File: config.mk
export PLATFORM = sky130hd
export DESIGN_NAME = qpsk_demapper
export DESIGN_NICKNAME = d
export VERILOG_FILES = /design/src/rtl/pusch_mod_pkg.sv /design/src/rtl/qpsk_hard_decision.sv /design/src/rtl/qpsk_demapper.sv
export SDC_FILE = /design/constraint.sdc
export NUM_CORES = 1
export LEC_CHECK = 0
export BUFFER_PORTS_ARGS = -buffer_cell sky130_fd_sc_hd__buf_2
export CELL_PAD_IN_SITES_DETAIL_PLACEMENT = 0
export CELL_PAD_IN_SITES_GLOBAL_PLACEMENT = 2
export CORE_MARGIN = 1.5
export CORE_UTILIZATION = 36
export CTS_CLUSTER_DIAMETER = 30
export DETAILED_ROUTE_END_ITERATION = 7
export PLACE_DENSITY_LB_ADDON = 0.1
export SKIP_LAST_GASP = 1
export SLEW_MARGIN = 10
export SYNTH_ARGS = -nofsm -noshare
export SYNTH_HDL_FRONTEND = slang
export SYNTH_SLANG_ARGS = --single-unit
File: constraint.sdc
create_clock -name CLK -period 3.75 [get_ports CLK]
set_input_delay 0.5625 -clock CLK [delete_from_list [all_inputs] [get_ports CLK]]
set_output_delay 0.5625 -clock CLK [all_outputs]
set_load 0.005 [all_outputs]
File: src/rtl/pusch_mod_pkg.sv
// Shared definitions for the PUSCH modulation mapper/demapper family:
// default sample width, QPSK bit order and demapper FSM state encoding.
package pusch_mod_pkg;

  localparam int LUT_WIDTH_DEFAULT = 18;

  // The mapper consumes bit 1 (I) before bit 0 (Q); the demapper emits in the same order.
  localparam bit QPSK_I_FIRST = 1'b1;

  typedef enum logic [1:0] {
    IDLE  = 2'd0,
    I_BIT = 2'd1,
    Q_BIT = 2'd2
  } demap_state_t;

endpackage

File: src/rtl/qpsk_hard_decision.sv
// Combinational QPSK sign slicer: bit = 1 for negative samples, 0 for zero or positive.
module qpsk_hard_decision #(
  parameter int WIDTH = 18
) (
  input  logic signed [WIDTH-1:0] sym_i,
  input  logic signed [WIDTH-1:0] sym_q,
  output logic        [1:0]       bits
);

  // bits[1] is the I decision, bits[0] the Q decision, matching mapper input bit order.
  assign bits = {sym_i[WIDTH-1], sym_q[WIDTH-1]};

endmodule

File: src/rtl/qpsk_demapper.sv
// QPSK hard-decision demapper: one I/Q symbol in, two serial bits out with the
// raw sample carried alongside each bit as its soft value.
module qpsk_demapper
  import pusch_mod_pkg::*;
#(
  parameter int LUT_WIDTH = LUT_WIDTH_DEFAULT
) (
  input  logic                        CLK,
  input  logic                        RST,
  input  logic                        EN_DEMAP,
  input  logic signed [LUT_WIDTH-1:0] Sym_I,
  input  logic signed [LUT_WIDTH-1:0] Sym_Q,
  input  logic                        Sym_Last,
  input  logic                        Sym_Valid,
  output logic                        Sym_Ready,
  output logic                        Bit_Out,
  output logic signed [LUT_WIDTH-1:0] Soft_Out,
  output logic                        Bit_Last,
  output logic                        Bit_Valid,
  input  logic                        Bit_Ready
);

  demap_state_t                state_reg;
  logic signed [LUT_WIDTH-1:0] hold_i_reg;
  logic signed [LUT_WIDTH-1:0] hold_q_reg;
  logic                        hold_last_reg;
  logic [1:0]                  hold_bits_reg;
  logic [1:0]                  in_bits;
  logic                        accept;
  logic                        first_bit;
  logic signed [LUT_WIDTH-1:0] first_soft;
  logic                        second_bit;
  logic signed [LUT_WIDTH-1:0] second_soft;

  qpsk_hard_decision #(.WIDTH(LUT_WIDTH)) u_slicer (
    .sym_i (Sym_I),
    .sym_q (Sym_Q),
    .bits  (in_bits)
  );

  // Gated by RST so the handshake drops the moment reset asserts.
  always_comb begin
    Sym_Ready = 1'b0;
    if (RST) begin
      case (state_reg)
        IDLE:    Sym_Ready = EN_DEMAP;
        Q_BIT:   Sym_Ready = EN_DEMAP && Bit_Ready;
        default: Sym_Ready = 1'b0;
      endcase
    end
  end

  assign accept      = Sym_Valid && Sym_Ready;
  assign first_bit   = QPSK_I_FIRST ? in_bits[1] : in_bits[0];
  assign first_soft  = QPSK_I_FIRST ? Sym_I : Sym_Q;
  assign second_bit  = QPSK_I_FIRST ? hold_bits_reg[0] : hold_bits_reg[1];
  assign second_soft = QPSK_I_FIRST ? hold_q_reg : hold_i_reg;

  always_ff @(posedge CLK or negedge RST) begin
    if (!RST) begin
      state_reg     <= IDLE;
      hold_i_reg    <= '0;
      hold_q_reg    <= '0;
      hold_last_reg <= 1'b0;
      hold_bits_reg <= 2'b00;
      Bit_Valid     <= 1'b0;
      Bit_Out       <= 1'b0;
      Soft_Out      <= '0;
      Bit_Last      <= 1'b0;
    end else if (accept) begin
      // Covers both IDLE and back-to-back acceptance from Q_BIT.
      state_reg     <= I_BIT;
      hold_i_reg    <= Sym_I;
      hold_q_reg    <= Sym_Q;
      hold_last_reg <= Sym_Last;
      hold_bits_reg <= in_bits;
      Bit_Valid     <= 1'b1;
      Bit_Out       <= first_bit;
      Soft_Out      <= first_soft;
      Bit_Last      <= 1'b0;
    end else begin
      case (state_reg)
        I_BIT: begin
          if (Bit_Ready) begin
            state_reg <= Q_BIT;
            Bit_Out   <= second_bit;
            Soft_Out  <= second_soft;
            Bit_Last  <= hold_last_reg;
          end
        end
        Q_BIT: begin
          if (Bit_Ready) begin
            state_reg <= IDLE;
            Bit_Valid <= 1'b0;
            Bit_Last  <= 1'b0;
          end
        end
        default: state_reg <= IDLE;
      endcase
    end
  end

endmodule

==> run_summary.xml <==
<?xml version="1.0" encoding="UTF-8"?>
<metrics>
  <group name="outcome">
    <metric name="run_status" unit="">finished clean</metric>
  </group>
  <group name="clock_network">
    <metric name="post_cts.repair.setup_buffers" unit="">0</metric>
    <metric name="max_h_tree_level" unit="">2</metric>
    <metric name="clock_tree.buffer_depth" unit="">2</metric>
    <metric name="tritoncts" unit="">done</metric>
    <metric name="cts-resized-gates" unit="">0</metric>
    <metric name="root_buffer_cell" unit="">clkbuf_8</metric>
    <metric name="worst_setup_hold_path_clk_slew" unit="ns">0.07</metric>
    <metric name="cts.sinks" unit="">41</metric>
    <metric name="number_of_buffers_inserted_during_clock_tree_synthesis" unit="">5</metric>
    <metric name="worstSkewPairLatency" unit="ns">0.29</metric>
    <metric name="hold_buffers" unit="">0</metric>
  </group>
  <group name="placed_design">
    <metric name="buffer_ports.inserted" unit="">63</metric>
    <metric name="post-dp-hpwl" unit="µm">2400</metric>
    <metric name="place_inst" unit="">249</metric>
    <metric name="detailedPlace.worstSlack" unit="ns">1.68</metric>
    <metric name="finalWeightedCongestion" unit="">0.756</metric>
  </group>
  <group name="layout">
    <metric name="layout-drive-gt1-share" unit="%">69.4</metric>
    <metric name="area_growth_syn_to_layout" unit="%">23.6</metric>
    <metric name="largest_reg_flops" unit="">18</metric>
    <metric name="layout.cells.non_filler" unit="">256</metric>
    <metric name="finish.net_count" unit="">228</metric>
    <metric name="fin_util" unit="%">45.9</metric>
    <metric name="number_of_inserted_diodes" unit="">0</metric>
  </group>
  <group name="grt">
    <metric name="globalRoute.totalOverflow" unit="">0</metric>
    <metric name="grt_pass1_wl" unit="µm">5460</metric>
    <metric name="grt_usage" unit="%">12.9</metric>
    <metric name="number_of_global_route_vias_before_repair" unit="">1228</metric>
    <metric name="antenna_found_initial" unit="">0</metric>
    <metric name="grt_max_degree" unit="">41</metric>
  </group>
  <group name="synthesis">
    <metric name="number_of_instances_in_the_synthesized_netlist" unit="">120</metric>
    <metric name="yosysWarnings" unit="">0</metric>
    <metric name="seq_area_frac_synth" unit="%">54.4</metric>
    <metric name="mappedNetlistNets" unit="">162</metric>
    <metric name="synth.avg_cell_area" unit="µm²">15.7</metric>
    <metric name="synth.top_cells.by_area" unit="">dfrtp_1 54%, mux2_2 22%, mux2_4 14%</metric>
    <metric name="synth_largest_type_area_fraction" unit="%">54.4</metric>
    <metric name="netlist.top_cell.by_area" unit="">dfrtp_1</metric>
    <metric name="post_synthesis_sequential_element_count" unit="">41</metric>
    <metric name="syn_area" unit="µm²">1880</metric>
    <metric name="yosysUniqueCellTypes" unit="">19</metric>
  </group>
  <group name="route">
    <metric name="drtIter0Drc" unit="">55</metric>
    <metric name="routed_wire_length_per_instance" unit="µm">13.4</metric>
    <metric name="drtAntennaViolNets" unit="">0</metric>
    <metric name="drc_errors" unit="">0</metric>
    <metric name="routed_wire_length" unit="µm">3420</metric>
    <metric name="num_vias" unit="">1178</metric>
    <metric name="drt-pass1-iter-count" unit="">3</metric>
    <metric name="route.detailed.vias_per_inst" unit="">4.60</metric>
  </group>
  <group name="worst_setup_path">
    <metric name="start_kind" unit="">register</metric>
    <metric name="critPathRequiredTime" unit="ns">3.19</metric>
    <metric name="path_max_fanout" unit="">7</metric>
    <metric name="crit_path_end_kind" unit="">output port</metric>
    <metric name="critical_path_at" unit="ns">1.26</metric>
    <metric name="timing_worst_setup_path_type" unit="">register to output port</metric>
  </group>
  <group name="pwr">
    <metric name="power_per_cell_area" unit="nW/µm²">583</metric>
    <metric name="ir_drop" unit="V">0.000248</metric>
    <metric name="power" unit="mW">1.36</metric>
    <metric name="leakage" unit="nW">1.17</metric>
  </group>
  <group name="sta">
    <metric name="achievable-frequency" unit="GHz">0.549</metric>
    <metric name="finalSetupTns" unit="ns">0</metric>
    <metric name="fin_crit" unit="ns">1.82</metric>
    <metric name="timing.final.max_slew_violations" unit="">0</metric>
    <metric name="final_hold_viol_count" unit="">0</metric>
    <metric name="grt_setup_unrepaired" unit="">false</metric>
    <metric name="finalWorstSetupSlack" unit="ns">1.93</metric>
    <metric name="layout_worst_path_cycle_share" unit="%">48.6</metric>
    <metric name="setup_viol_count_final" unit="">0</metric>
    <metric name="worst-slew-pin-transition" unit="ns">0.554</metric>
    <metric name="timing.max_slew.rel_slack" unit="%">63.0</metric>
    <metric name="finalClockSkew" unit="ns">0.00392</metric>
  </group>
  <group name="hold_path">
    <metric name="hold_path_class" unit="">primary input to asynchronous set/reset pin</metric>
  </group>
  <group name="die">
    <metric name="die_height" unit="µm">75.3</metric>
    <metric name="core_region_area" unit="µm²">5070</metric>
    <metric name="io_pins" unit="">64</metric>
    <metric name="design.die.area" unit="µm²">5680</metric>
    <metric name="die_w" unit="µm">75.3</metric>
    <metric name="floorplan.rows" unit="">26</metric>
    <metric name="start_util" unit="%">37.1</metric>
  </group>
  <group name="job">
    <metric name="max_cap_viol_count" unit="">0</metric>
  </group>
</metrics>
[where the power goes]
group | switching, mW | internal [mW] | total, mW
combinational | 0.128 | 0.290 | 0.418
sequential | 0.0703 | 0.584 | 0.654
clock | 0.138 | 0.146 | 0.284
[logic make-up (layout without fill, tap and decap cells)]
logic type	count (synthesis)	in the layout	synth area share [%]
buf+inv	7	73	3.52
compound gates	6	6	1.73
mux	55	55	36.5
simple gates	11	11	3.85
flops	41	41	54.4
[metrics by stage]
stage / hold slack, ns / area (µm²)
floorplan: 0.267 / 1880
global placement: 0.477 / 2240
detailed placement: 0.495 / 2240
CTS: 0.205 / 2330
global route: 0.219 / 2330
finish: 0.202 / 2330
[Yosys cell counts]
cell      instances
mux2_1            1
and3b_2           1
o21ai_0           5
or2b_1            1
and2_2            1
nand4_1           1
mux2_4           18
a21boi_0          1
buf_12            1
buf_6             1
buf_2             1
dfrtp_1          41
nand3b_1          1
mux2_2           36
buf_4             4
or2b_2            1
and2b_1           1
nand2_1           3
and3_1            1
[critical path, stage by stage (launching register included)]
cell	delay, ns
dfrtp_1	0.41
or2b_1	0.28
and3_1	0.16
buf_2	0.12
[path summary, 6_finish.rpt]
| kind | startpoint | endpoint | slack [ns] | depth (start not counted) |
|---|---|---|---|---|
| max | state_reg[1] | Sym_Ready | 1.93 | 3 |
| min | RST | Soft_Out[10] | 0.20 | 1 |
| max reg2reg | state_reg[1] | hold_q_reg[12] | 1.95 | 4 |
| min reg2reg | hold_last_reg | hold_last_reg | 0.51 | 1 |
| max in group asynchronous | RST | hold_q_reg[3] | 2.89 | 2 |
| min in group CLK | Sym_I[11] | Soft_Out[11] | 0.50 | 2 |
[layer usage]
metal  vias up  wire length [µm]  global-route usage, %
li1        558                 -                      -
met1       571              1460                   15.2
met2        42              1630                   20.9
met3         7               281                   5.82
met4         0                56                   4.96
met5         -                 0                      0
[area by class of cell]
type | count | area (µm²)
fill | 498 | 2750
sequential | 41 | 1030
multi-input combinational | 72 | 792
timing repair buffer | 66 | 338
tap | 70 | 87.6
clock buffer | 7 | 86.3
[layout by cell type, fill, tap and decap left out]
| cell | count |
|---|---|
| a21boi_0 | 1 |
| and2_2 | 1 |
| and2b_1 | 1 |
| and3_1 | 1 |
| and3b_2 | 1 |
| buf_2 | 63 |
| buf_4 | 3 |
| clkbuf_1 | 1 |
| clkbuf_8 | 6 |
| dfrtp_1 | 41 |
| mux2_1 | 1 |
| mux2_2 | 36 |
| mux2_4 | 18 |
| nand2_1 | 3 |
| nand3b_1 | 1 |
| nand4_1 | 1 |
| o21ai_0 | 5 |
| or2b_1 | 1 |
| or2b_2 | 1 |
(Power assumes the default switching activity.)
